$ cat src/rtl/wx_matvec_engine.sv
// Purpose : sequential W*x matrix-vector engine. Walks the matrix row-major,
//           launches one external multiply per element and accumulates per row.
// Latency : per element 2 + (multiplier wait) cycles, +1 per row for ROW_OUT, +1 DONE.
// Backpr. : each row result is held in ROW_OUT (res_valid) until res_ready; the
//           multiplier is waited on for at most TIMEOUT cycles before aborting.
//
// Ports:
//   clk, rst_n                 clock, async active-low reset
//   start / busy / done        run control and status (done = 1-cycle pulse)
//   w_addr/w_rdata             W memory, synchronous read (i*COLS + j)
//   x_addr/x_rdata             x memory, synchronous read (j)
//   mul_start/mul_a/mul_b      multiplier launch and operands
//   mul_ready/mul_out          multiplier result
//   res_valid/res_ready        row result handshake, res_row/res_data payload
//   cycle_count                busy cycles of the current/last run (saturating)
//   err_timeout                sticky multiplier-timeout flag, cleared by start
module wx_matvec_engine #(
  parameter int ROWS    = 10,
  parameter int COLS    = 10,
  parameter int DATA_W  = 16,
  parameter int ACC_W   = 32,
  parameter int TIMEOUT = 1024,
  localparam int WA_W   = (ROWS * COLS > 1) ? $clog2(ROWS * COLS) : 1,
  localparam int XA_W   = (COLS > 1) ? $clog2(COLS) : 1,
  localparam int RR_W   = (ROWS > 1) ? $clog2(ROWS) : 1
) (
  input  logic              clk,
  input  logic              rst_n,
  input  logic              start,
  output logic              busy,
  output logic              done,
  output logic [WA_W-1:0]   w_addr,
  input  logic [DATA_W-1:0] w_rdata,
  output logic [XA_W-1:0]   x_addr,
  input  logic [DATA_W-1:0] x_rdata,
  output logic              mul_start,
  output logic [DATA_W-1:0] mul_a,
  output logic [DATA_W-1:0] mul_b,
  input  logic              mul_ready,
  input  logic [ACC_W-1:0]  mul_out,
  output logic              res_valid,
  input  logic              res_ready,
  output logic [RR_W-1:0]   res_row,
  output logic [ACC_W-1:0]  res_data,
  output logic [31:0]       cycle_count,
  output logic              err_timeout
);

  localparam int TO_W = $clog2(TIMEOUT + 1);

  typedef enum logic [2:0] {
    S_IDLE    = 3'd0,
    S_FETCH   = 3'd1,
    S_ISSUE   = 3'd2,
    S_WAIT    = 3'd3,
    S_ROW_OUT = 3'd4,
    S_DONE    = 3'd5
  } state_t;

  state_t state_q, state_d;

  logic [RR_W-1:0]   i_q;
  logic [XA_W-1:0]   j_q;
  logic [WA_W-1:0]   w_addr_q;
  logic [ACC_W-1:0]  acc_q;
  logic [DATA_W-1:0] opa_q;
  logic [DATA_W-1:0] opb_q;
  logic [TO_W-1:0]   wait_cnt_q;
  logic [31:0]       cycle_cnt_q;
  logic              err_q;

  logic last_col;
  logic last_row;
  logic wait_expired;

  assign last_col     = (j_q == XA_W'(COLS - 1));
  assign last_row     = (i_q == RR_W'(ROWS - 1));
  // wait_cnt_q counts completed WAIT cycles; this is the TIMEOUT-th one.
  assign wait_expired = (wait_cnt_q == TO_W'(TIMEOUT - 1));

  // State register
  always_ff @(posedge clk or negedge rst_n) begin
    if (!rst_n) begin
      state_q <= S_IDLE;
    end else begin
      state_q <= state_d;
    end
  end

  // Next-state logic
  always_comb begin
    state_d = state_q;
    case (state_q)
      S_IDLE:    if (start) state_d = S_FETCH;
      S_FETCH:   state_d = S_ISSUE;
      S_ISSUE:   state_d = S_WAIT;
      S_WAIT: begin
        if (mul_ready) begin
          state_d = last_col ? S_ROW_OUT : S_FETCH;
        end else if (wait_expired) begin
          state_d = S_IDLE;
        end
      end
      S_ROW_OUT: if (res_ready) state_d = last_row ? S_DONE : S_FETCH;
      S_DONE:    state_d = S_IDLE;
      default:   state_d = S_IDLE;
    endcase
  end

  // Outputs decoded from state. The operands come straight from the memories
  // during ISSUE and from the captured copy afterwards, so they stay stable for
  // the whole WAIT even if the memory read data moves on.
  always_comb begin
    busy      = (state_q != S_IDLE);
    done      = (state_q == S_DONE);
    mul_start = (state_q == S_ISSUE);
    res_valid = (state_q == S_ROW_OUT);
    mul_a     = (state_q == S_ISSUE) ? w_rdata : opa_q;
    mul_b     = (state_q == S_ISSUE) ? x_rdata : opb_q;
  end

  // Datapath: indices, addresses, accumulator, timeout and cycle counters.
  // w_addr is advanced incrementally; row-major layout makes the step from the
  // last column of row i to column 0 of row i+1 also a +1.
  always_ff @(posedge clk or negedge rst_n) begin
    if (!rst_n) begin
      i_q         <= '0;
      j_q         <= '0;
      w_addr_q    <= '0;
      acc_q       <= '0;
      opa_q       <= '0;
      opb_q       <= '0;
      wait_cnt_q  <= '0;
      cycle_cnt_q <= '0;
      err_q       <= 1'b0;
    end else begin
      if (state_q != S_IDLE && cycle_cnt_q != '1) begin
        cycle_cnt_q <= cycle_cnt_q + 32'd1;
      end

      case (state_q)
        S_IDLE: begin
          if (start) begin
            i_q         <= '0;
            j_q         <= '0;
            w_addr_q    <= '0;
            acc_q       <= '0;
            cycle_cnt_q <= '0;
            err_q       <= 1'b0;
          end
        end
        S_ISSUE: begin
          opa_q      <= w_rdata;
          opb_q      <= x_rdata;
          wait_cnt_q <= '0;
        end
        S_WAIT: begin
          if (mul_ready) begin
            // Plain modular sum: wrap-around is intentional and unflagged.
            acc_q <= acc_q + mul_out;
            if (!last_col) begin
              j_q      <= j_q + XA_W'(1);
              w_addr_q <= w_addr_q + WA_W'(1);
            end
          end else if (wait_expired) begin
            err_q <= 1'b1;
          end else begin
            wait_cnt_q <= wait_cnt_q + TO_W'(1);
          end
        end
        S_ROW_OUT: begin
          if (res_ready && !last_row) begin
            i_q      <= i_q + RR_W'(1);
            j_q      <= '0;
            acc_q    <= '0;
            w_addr_q <= w_addr_q + WA_W'(1);
          end
        end
        default: ;
      endcase
    end
  end

  assign w_addr      = w_addr_q;
  assign x_addr      = j_q;
  assign res_row     = i_q;
  assign res_data    = acc_q;
  assign cycle_count = cycle_cnt_q;
  assign err_timeout = err_q;

endmodule

$ cat config.mk
export PLATFORM = sky130hd
export DESIGN_NAME = wx_matvec_engine
export DESIGN_NICKNAME = d
export VERILOG_FILES = /design/src/rtl/wx_matvec_engine.sv
export SDC_FILE = /design/constraint.sdc
export NUM_CORES = 1
export LEC_CHECK = 0
export BUFFER_PORTS_ARGS = -buffer_cell sky130_fd_sc_hd__clkbuf_2
export CAP_MARGIN = 15
export CORE_AREA = 2 2 157 159
export DETAILED_ROUTE_END_ITERATION = 6
export DIE_AREA = 0 0 159 161
export PLACE_DENSITY = 0.57
export SYNTH_ARGS = -nofsm -noshare
export SYNTH_HDL_FRONTEND = slang
export SYNTH_SLANG_ARGS = --single-unit
$ cat constraint.sdc
create_clock -name clk -period 2.8 [get_ports clk]
set_input_delay 0.14 -clock clk [delete_from_list [all_inputs] [get_ports clk]]
set_output_delay 0.14 -clock clk [all_outputs]
set_load 0.02 [all_outputs]
Word level (Yosys, flattened, before mapping) --
Cells that the tools add are included. Widths: inputs -> output; s select.
Cells by class: add/subtract/negate cells 6, equal/unequal tests 18, mux-type cells 35, reductions and logical operators 15
Operators with widths (number):
- $mux 32 | 6
- $pmux 32 s3 | 1
- $add 32x1->32 const B | 1
- $add 32x32->32 | 1
- $mux 16 | 2
- $ne 32x32->1 const B | 1
- $mux 7 | 4
- $mux 11 | 2
- $pmux 11 s2 | 1
- $pmux 7 s3 | 1
- $mux 4 | 5
- $mux 3 | 6
- $pmux 3 s5 | 1
- $ne 2x2->1 const B | 6
- $pmux 4 s3 | 1
- $add 11x1->11 const B | 1
- $eq 11x10->1 const B | 1
- $reduce_and 3->1 | 3
- $add 4x1->4 const B | 2
- $eq 4x4->1 const B | 2
- $pmux 4 s2 | 1
- $reduce_and 4->1 | 2
- $add 7x1->7 const B | 1
- $eq 3x2->1 const B | 2
- other kinds (12) | 20
Storage, ports and cells: bits in registers 126, bits of input ports 69, output and inout port bits 116, logic and storage cells 84

Longest topological paths before layout --
Gate-level depths: netlist of the first run.
word-level depth 5, mapped depth 11, gate-level depth less buffers 11

Worst setup path before layout of the first run --
OpenSTA, ideal clock, no wires.
path type reg2reg, start reg acc_q[0], in the netlist res_data[0], end reg acc_q[22], in the netlist res_data[22], library setup time 0.129 ns, arrival 2.703 ns, required time 2.671 ns, path slack -0.032 ns, cell stages (with the launch flop) 12, buffers on the path 0, period minus slack after synthesis 2.832 ns, path through dfrtp_1 > ha_1 > inv_1 > fa_1 > nor2b_4 > o31a_1 > o22a_1 > a221o_1 > a311o_1 > a31oi_4 > xor2_1 > o21ai_1
On the way: cells in the longest elaborated chain, start to end 3
RTL lines:
- from (decl) | line 65 | logic [ACC_W-1:0] acc_q;
- from (signal assigned) | line 160 | acc_q <= acc_q + mul_out;
- $add 32x32->32 | line 160
- $mux 32 | line 158 | if (mul_ready) begin
- $pmux 32 s3 | line 141 | case (state_q)
No other way between the ends. The select of a mux whose other input is x is not followed. A chain may end at the register's enable or synchronous reset.

Worst setup path in the final report of the first run --
start reg acc_q[0], in the netlist res_data[0], end reg acc_q[18], in the netlist res_data[18]
Same word-level chain as after synthesis.

==> results of run 1 <==
==> power groups by stage <==
stage,clock network [mW],logic [mW],registers (mW)
floorplan,0,2.88,3.07
global placement,0,4.60,2.79
detailed placement,0,4.62,2.81
CTS,2.36,4.67,2.79
global route,2.44,5.14,2.87
finish,2.28,4.68,2.78
==> worst max path at each step <==
stage	start	endpoint	slack, ns
finish	res_data[0]$_DFFE_PN0P_	res_data[18]$_DFFE_PN0P_	0.08
global route	res_data[0]$_DFFE_PN0P_	res_data[22]$_DFFE_PN0P_	-0.06
CTS	res_data[0]$_DFFE_PN0P_	res_data[28]$_DFFE_PN0P_	0.01
detailed placement	res_data[0]$_DFFE_PN0P_	res_data[28]$_DFFE_PN0P_	0.01
global placement	res_data[0]$_DFFE_PN0P_	res_data[22]$_DFFE_PN0P_	0.05
floorplan	res_data[0]$_DFFE_PN0P_	res_data[28]$_DFFE_PN0P_	0.02
==> per-stage QoR <==
| step | cell area, um2 | utilization, % |
|---|---|---|
| 6_report | 9440 | 39.4 |
| 5_1_grt | 9440 | 39.4 |
| 4_1_cts | 9400 | 39.2 |
| 3_5_place_dp | 8460 | 35.3 |
| 3_3_place_gp | 8460 | 35.3 |
| 2_1_floorplan | 7040 | - |
==> layer usage <==
layer  vias up  global-route usage, %
li1       3076                      -
met1      2983                   19.3
met2       136                   25.2
met3        25                   3.36
met4         0                   5.58
met5         -                      0
==> sequential cells by signal (all words and copies together) (netlist names) <==
signal	flops
cycle_count	32
w_addr	7
state_q	3
res_row	4
x_addr	4
opa_q	16
opb_q	16
wait_cnt_q	11
res_data	32
err_timeout	1
==> cells by family (layout without fill, tap and decap cells) <==
logic type               count (synthesis)  after routing  share of synthesized area [%]
XOR/XNOR                                56             56                           6.97
AND/OR/NAND/NOR                        239            239                           16.4
multiplexers                            35             35                           5.58
AO/OA/AOI/OAI                          183            183                           16.6
flip-flops                             126            126                           44.8
adder cells (fa/ha/maj)                 39             39                           7.04
buffers and inverters                   48            293                           2.58
==> repair_timing <==
item	in CTS	in global routing
hold endpoints to repair	89	0
gates resized for setup	0	6
setup endpoints to repair	0	7
buffers inserted	0	2
hold buffers	33	0
==> cells in the mapped netlist, types with 4 or more instances <==
master	number	share of area, %
nand2_1	72	3.8
inv_1	20	1.1
and3_1	14	1.2
nor2b_1	7	0.62
o21ai_0	64	4.5
dfrtp_1	126	45
a21oi_1	39	2.8
and2_1	5	0.44
a211oi_1	5	0.53
ha_1	38	6.8
xnor2_1	22	2.7
mux2_2	34	5.4
o2111ai_1	4	0.50
clkbuf_1	24	1.3
or3_1	12	1.1
o211ai_1	4	0.43
nor2_1	61	3.3
nand3_1	20	1.4
o22ai_1	5	0.44
nand3b_1	4	0.43
nor3_1	11	0.78
nand4_1	18	1.6
xor2_1	34	4.2
a21o_1	23	2.5
==> critical path: cells and delay by family, from the launching register on <==
family	cells	cell delay (ns)
fa+ha+maj	2	0.39
simple gates	1	0.05
compound gates	5	1.27
flops	1	0.42
xor+xnor	1	0.14
buf+inv	3	0.33
==> final cells by class <==
cell class / instances / area [um2]
well taps: 324 / 405
inverters: 20 / 75.1
repair buffers: 241 / 1460
flip-flops and latches: 126 / 3150
fillers: 2453 / 14500
clock buffers: 17 / 425
clock inverters: 15 / 176
multi-input cells: 552 / 3740
==> results_dict.tcl, run 1 <==
set metrics [dict create \
    status "completed" \
    seqPwrFrac_pct 28.6 \
    syn_nets 834 \
    post_drt_wl_per_cell_um 14.7 \
    layout_min_cycle_time_ns 2.72 \
    gp_congestion 0.826 \
    ir_drop_mv 0.610 \
    synth_cell_type_count 60 \
    dp_cells 1228 \
    layout-drive-gt1-share_pct 29.9 \
    slew_headroom_pct 59.2 \
    grt_use_total_pct 15.1 \
    start_kind "flop" \
    hpwl_um 13400 \
    finalSetupViolations 0 \
    ant_nets 0 \
    route.detailed.drc 0 \
    ys_seq_area_share_pct 44.8 \
    antenna_cells 0 \
    grt_pass1_vias 6152 \
    path_common_cell "buf_4" \
    cp.required_ns 3.08 \
    powerDensity_nw_per_um2 1030 \
    wl_met3_um 881 \
    cts_buffers 17 \
    via_per_inst 4.80 \
    maxSlewViolCount 0 \
    antenna_found_initial 0 \
    drt_iter0_markers 169 \
    synth_edf_count 0 \
    whs_ns 0.0911 \
    fp.dieH_um 161 \
    pre_cts_slack_ns 0.0132 \
    wl_met1_um 8800 \
    p_int_mw 5.61 \
    met2RoutedLength_um 8940 \
    die_width_um 159 \
    power.share.switching_pct 42.5 \
    crit_type "flop to flop" \
    hold_violations 0 \
    crit_path_top_delay_cell "dfrtp_2" \
    synth_cells 726 \
    mostFrequentLayoutCells "clkbuf_2, dfrtp_1, nand2_1, o21ai_0, nor2_1" \
    syn_to_final_growth_pct 34.1 \
    routed_wl_um 19100 \
    ios 185 \
    async_flop_share_pct 100 \
    arrival_ns 3.00 \
    rsz0062_at_grt "yes" \
    num_vias 6220 \
    synth_flop_cell "dfrtp_1" \
    switchingPower_mw 4.14 \
    hold_path.startpoint "start" \
    cts_buffer_depth 2 \
    worst_slack_ns 0.0776 \
    syn-cell-area_um2 7040 \
    rr_endpoint "res_data[18]$_DFFE_PN0P_" \
    drtPass1Iterations 4 \
    path_max_fanout 3 \
    max_freq_ghz 0.367 \
    synth-seq-cells 126 \
    setup.worst_path.end_class "flop" \
    die_area_um2 25600 \
    grt_overflow 0 \
    finalCritPeriodShare_pct 97.2 \
    fin_nets 1066 \
    clockPowerShare_pct 23.4 \
    maxCapViolCount 0 \
    clk_latency_ns 0.42 \
    syn_area_per_cell_um2 9.70 \
    portBuffers 184 \
    final_common_cell "clkbuf_2" \
    setup_tns_ns 0 \
    worstHoldEndpoint "state_q[2]$_DFFE_PN0P_" \
    clock_skew_ns 0.0155 \
    worstHoldPathType "input pin to flop" \
    clkTransAtPathRegs_ns 0.06 \
    h-tree-depth 4 \
    grt_max_degree 60 \
    r2r_slack_ns 0.08 \
    clock-sinks 126 \
    core_area_um2 24000 \
    cts_tree "done" \
    clock-root-buffer "clkbuf_16" \
    topRoutingLayerUsed "met4" \
    worstHoldPathCells 3 \
    start_util_pct 29.4 \
    finalPower_mw 9.75 \
    pwr-share-comb_pct 48.0 \
    cp_slowest_stage_delay_ns 0.42 \
    tightest_slew_ns 0.612 \
    num_rows 57 \
    r2r_cells 12 \
    synth.yosys.warnings 0 \
    critical_path.cell_chain "ha_4, inv_2, fa_2, nor2b_4, o31a_1, o22a_1, a221o_1, buf_4, buf_4, a311o_1, xnor2_1, o21ai_0" \
    reg2reg_from "res_data[0]$_DFFE_PN0P_" \
    p_leak_nw 4.61 \
    fin_cells 1295 \
    grt_pass1_wl_um 31500 \
]
No activity file was read; power rests on OpenSTA's default activity.
==> run 2: changes to the inputs <==
Settings changed: MAX_ROUTING_LAYER set to met4, RECOVER_POWER set to 25, SKIP_CTS_REPAIR_TIMING set to 1.
==> run 2 against run 1 <==
  * The flow now finishes with violations (max-capacitance violations, max-slew violations)
  * Highest routed layer unchanged
  * Sequential cell count did not move
  * Largest cell class unchanged
  * Largest power group unchanged
  * Core utilization is 0.078 points lower
  * Sequential share of layout area increased by 0.067 points
==> results_dict.tcl, run 2 (synthesis gave the netlist of run 1 again) <==
set metrics [dict create \
    status "finished, violations left" \
    violations "max-capacitance violations, max-slew violations" \
    r2r_cells 12 \
    gp_congestion 0.838 \
    antenna_found_initial 0 \
    h-tree-depth 4 \
    route.detailed.drc 0 \
    clock_skew_ns 0.0122 \
    clkTransAtPathRegs_ns 0.06 \
    drt_iter0_markers 189 \
    drtPass1Iterations 6 \
    reg2reg_from "res_data[0]$_DFFE_PN0P_" \
    worst-path-buf-inv 3 \
    portBuffers 184 \
    p_leak_nw 4.60 \
    setup.worst_path.end_class "flop" \
    multiInputGateArea_um2 3740 \
    cp_slowest_stage_delay_ns 0.42 \
    tightest_slew_ns 1.64 \
    critical_path.cell_chain "ha_4, inv_2, fa_2, nor2b_4, o31a_1, o22a_1, a221o_1, buf_4, buf_4, a311o_1, xnor2_1, o21ai_0" \
    num_vias 6227 \
    cp.required_ns 3.08 \
    powerDensity_nw_per_um2 1030 \
    clock-root-buffer "clkbuf_16" \
    ir_drop_mv 0.698 \
    finalSetupViolations 0 \
    dpl_cell_area_um2 8460 \
    crit_family "compound AO/OA/AOI/OAI gates" \
    grt_pass1_vias 5994 \
    ios 185 \
    seq_area_um2 3150 \
    setup_tns_ns 0 \
    cts_tree "done" \
    start_kind "flop" \
    path_common_cell "buf_4" \
    arrival_ns 3.00 \
    start_util_pct 29.4 \
    maxCapViolCount 1 \
    path_max_fanout 3 \
    grt_pass1_wl_um 30600 \
    hold_violations 0 \
    final_common_cell "clkbuf_2" \
    crit_type "flop to flop" \
    slew_headroom_pct -9.58 \
    die_area_um2 25600 \
    worstHoldEndpoint "state_q[2]$_DFFE_PN0P_" \
    core_area_um2 24000 \
    hpwl_um 13400 \
    rsz0062_at_grt "yes" \
    hold_path.startpoint "start" \
    worstHoldPathType "input pin to flop" \
    layout_min_cycle_time_ns 2.72 \
    crit_path_top_delay_cell "dfrtp_2" \
    clock-sinks 126 \
    finalCritPeriodShare_pct 97.3 \
    antenna_cells 0 \
    fill_cells 2466 \
    mostFrequentLayoutCells "clkbuf_2, dfrtp_1, nand2_1, o21ai_0, nor2_1" \
    fin_nets 1066 \
    clk_latency_ns 0.42 \
    layout-drive-gt1-share_pct 29.9 \
    post_drt_wl_per_cell_um 14.7 \
    syn_to_final_growth_pct 33.8 \
    max_freq_ghz 0.367 \
    rr_endpoint "res_data[18]$_DFFE_PN0P_" \
    grt_use_total_pct 15.2 \
    maxSlewViolCount 60 \
    routed_wl_um 19000 \
    cts_buffers 17 \
    ant_nets 0 \
    r2r_slack_ns 0.08 \
    fp.dieH_um 161 \
    cts_buffer_depth 2 \
    final_core_util_pct 39.3 \
    grt_overflow 0 \
    final_area_um2 9420 \
    num_rows 57 \
    worstHoldPathCells 3 \
    grt_max_degree 60 \
    via_per_inst 4.81 \
    die_width_um 159 \
]
-- run 2: cell count changes in the layout (fill, tap and decap cells not counted) --
| cell | before | now |
|---|---|---|
| buf_12 | 2 | 1 |
| buf_6 | 1 | 0 |
| clkbuf_2 | 183 | 184 |
| clkbuf_4 | 0 | 1 |
-- run 2: report_power, final --
part	switching [mW]	leakage (nW)	internal, mW
clock	0.935	0.289	1.34
combinational	2.81	2.68	1.87
sequential	0.392	1.63	2.39
-- run 2: stage by stage --
stage          hold WS, ns  instances  power [mW]  worst slack, ns
2_1_floorplan       -0.156        726        5.95           0.0164
3_3_place_gp         0.188       1228        7.40           0.0539
3_5_place_dp         0.191       1228        7.43           0.0132
4_1_cts             -0.257       1260        9.79           0.0107
5_1_grt              0.105       1295        10.4          -0.0556
6_report            0.0907       1295        9.74           0.0752
-- run 2: cell type report --
class | instances | area share [%]
clock buffers | 17 | 4.51
clock inverters | 15 | 1.87
inverters | 20 | 0.797
multi-input cells | 552 | 39.7
flip-flops and latches | 126 | 33.5
well taps | 324 | 4.30
repair buffers | 241 | 15.3
-- run 2: worst min-delay path, cell delays in order --
cell and delay [ns]:
clkbuf_2 0.16, o21ai_0 0.11, nand2_1 0.06
-- run 2: worst max-delay path by stage --
stage / startpoint / end / slack [ns] / cells past startpoint
2_1_floorplan: res_data[0]$_DFFE_PN0P_ / res_data[28]$_DFFE_PN0P_ / 0.02 / 11
3_5_place_dp: res_data[0]$_DFFE_PN0P_ / res_data[28]$_DFFE_PN0P_ / 0.01 / 11
6_report: res_data[0]$_DFFE_PN0P_ / res_data[18]$_DFFE_PN0P_ / 0.08 / 12
4_1_cts: res_data[0]$_DFFE_PN0P_ / res_data[28]$_DFFE_PN0P_ / 0.01 / 11
5_1_grt: res_data[0]$_DFFE_PN0P_ / res_data[22]$_DFFE_PN0P_ / -0.06 / 11
3_3_place_gp: res_data[0]$_DFFE_PN0P_ / res_data[22]$_DFFE_PN0P_ / 0.05 / 11
-- run 2: layer usage --
metal | part of all wire [%] | track usage [%] | up-vias
li1 | - | - | 3082
met1 | 47 | 19.4 | 2994
met2 | 47 | 24.1 | 129
met3 | 3.6 | 2.95 | 22
met4 | 2.1 | 5.41 | 0
met5 | 0 | - | -
==> run 3: changes to the inputs <==
Settings changed: CORE_AREA 2 2 157 159 to 2 2 125 127, DIE_AREA 0 0 159 161 to 0 0 127 129, PLACE_DENSITY 0.57 to unset, PLACE_DENSITY_LB_ADDON set to 0.3.
==> run 3 against run 2 <==
  * The flow now finishes without violations
  * First-iteration DRC count rose by 25%
  * Via count rose by 0.93%
  * Register-to-register slack got worse by 0.02 ns
  * Sequential cell count did not move
  * Wire length fell by 6.5%
  * Total power rose by 0.40%
  * Global-route usage rose by 7.2 points
  * Core utilization rose by 23 points
  * Clock-buffer cell count did not move
  * Hold slack got worse by 0.088 ns
  * Cell count fell by 10%
  * Critical path type unchanged
  * Critical endpoint is now res_data[22]$_DFFE_PN0P_
  * Largest cell class unchanged
  * Largest power group unchanged
==> results_dict.tcl, run 3 (synthesis gave the netlist of run 1 again) <==
set metrics [dict create \
    h-tree-depth 4 \
    hpwl_um 12500 \
    pwr-share-comb_pct 47.7 \
    crit_type "flop to flop" \
    max_freq_ghz 0.365 \
    antenna_cells 0 \
    met2RoutedLength_um 8460 \
    start_util_pct 47.0 \
    clockPowerShare_pct 23.8 \
    p_leak_nw 4.62 \
    cts_tree "done" \
    syn_to_final_growth_pct 31.6 \
    ant_nets 0 \
    route.detailed.drc 0 \
    fp.dieH_um 129 \
    start_kind "flop" \
    clk_latency_ns 0.42 \
    grt_overflow 0 \
    num_rows 45 \
    power.share.switching_pct 41.2 \
    switchingPower_mw 4.03 \
    wl_met3_um 1030 \
    clock_skew_ns 0.00478 \
    cts_buffers 17 \
    hold_violations 0 \
    maxCapViolCount 0 \
    clock-sinks 126 \
    maxSlewViolCount 0 \
    seqPwrFrac_pct 28.5 \
    core_area_um2 15000 \
    grt_use_total_pct 22.4 \
    finalSetupViolations 0 \
    worstHoldPathType "input pin to flop" \
    fin_cells 1161 \
    grt_pass1_wl_um 28800 \
    finalCritPeriodShare_pct 97.9 \
    ios 185 \
    layout_min_cycle_time_ns 2.74 \
    via_per_inst 5.41 \
    final_core_util_pct 61.9 \
    drt_iter0_markers 237 \
    topRoutingLayerUsed "met4" \
    portBuffers 184 \
    powerDensity_nw_per_um2 1050 \
    ir_drop_mv 0.604 \
    critical_path.cell_chain "ha_4, inv_2, fa_2, nor2b_4, o31a_1, o22a_1, a221o_1, a311o_1, a31oi_4, xor2_1, o21ai_1" \
    wl_met1_um 8040 \
    tightest_slew_ns 1.20 \
    p_int_mw 5.75 \
    num_vias 6285 \
    antenna_found_initial 0 \
    crit_path_top_delay_cell "dfrtp_2" \
    setup.worst_path.end_class "flop" \
    fill_cells 1312 \
    cp.required_ns 3.09 \
    dp_cells 1095 \
    rsz0062_at_grt "yes" \
    worst-path-buf-inv 1 \
    crit_family "compound AO/OA/AOI/OAI gates" \
    routed_wl_um 17800 \
    grt_pass1_vias 6028 \
    mostFrequentLayoutCells "clkbuf_2, dfrtp_1, nand2_1, o21ai_0, nor2_1" \
    cts_buffer_depth 2 \
    fin_nets 1070 \
    post_drt_wl_per_cell_um 15.3 \
    drtPass1Iterations 5 \
    clock-root-buffer "clkbuf_16" \
    clkTransAtPathRegs_ns 0.06 \
    layout-drive-gt1-share_pct 29.9 \
    grt_max_degree 48 \
    die_area_um2 16400 \
    arrival_ns 3.04 \
    slew_headroom_pct 20.2 \
    final_common_cell "clkbuf_2" \
    status "completed" \
    gp_congestion 0.846 \
    path_max_fanout 5 \
    die_width_um 127 \
    cp_slowest_stage_delay_ns 0.42 \
]
run 3: changes by cell type in the layout (fill, tap and decap cells not counted), sizes merged:
cell / delta
clkbuf: +1
dlygate4sd3: -1
buf: +4
bufinv: +2
clkinvlp: +1
inv: -5
run 3: per-layer routing:
| metal | vias to the layer above | track usage, % |
|---|---|---|
| met4 | 0 | 7.18 |
| met5 | - | - |
| met3 | 18 | 4.12 |
| met1 | 3002 | 28.6 |
| li1 | 3073 | - |
| met2 | 192 | 36.5 |
run 3: worst paths after layout:
kind	from	slack [ns]	cells past startpoint	to
max reg2reg	res_data[0]$_DFFE_PN0P_	0.06	11	res_data[22]$_DFFE_PN0P_
min in group asynchronous	rst_n	0.48	2	res_data[22]$_DFFE_PN0P_
max	res_data[0]$_DFFE_PN0P_	0.06	11	res_data[22]$_DFFE_PN0P_
min reg2reg	opa_q[6]$_DFF_PN0_	0.49	1	opa_q[6]$_DFF_PN0_
max in group asynchronous	rst_n	0.54	3	w_addr[5]$_DFFE_PN0P_
min	w_rdata[8]	0.002	2	opa_q[8]$_DFF_PN0_
run 3: power groups by stage:
stage	logic [mW]	clock network, mW	registers (mW)
final	4.66	2.33	2.79
after global routing	5.10	2.45	2.87
after CTS	4.59	2.38	2.79
after detailed placement	4.58	0	2.82
after global placement	4.53	0	2.78
after floorplan	2.88	0	3.07
run 3: per-stage QoR:
step	hold slack, ns	power [mW]	cell area (um2)	setup TNS (ns)	setup WS (ns)
final	0.00245	9.78	9270	0	0.0579
after detailed placement	0.190	7.40	8300	0	0.00638
after global placement	0.193	7.31	8300	0	0.0686
after CTS	-0.255	9.76	8920	-0.0193	-0.0193
after floorplan	-0.156	5.95	7040	0	0.0164
after global routing	0.00420	10.4	9270	-0.163	-0.0612
run 3: layout make-up:
type	instances	area (um2)	area share [%]
Clock buffer	17	425	4.59
Clock inverter	13	191	2.07
Inverter	20	75.1	0.810
Multi-Input combinational cell	552	3740	40.3
Sequential cell	126	3150	34.0
Tap cell	188	235	2.54
Timing Repair Buffer	245	1450	15.7
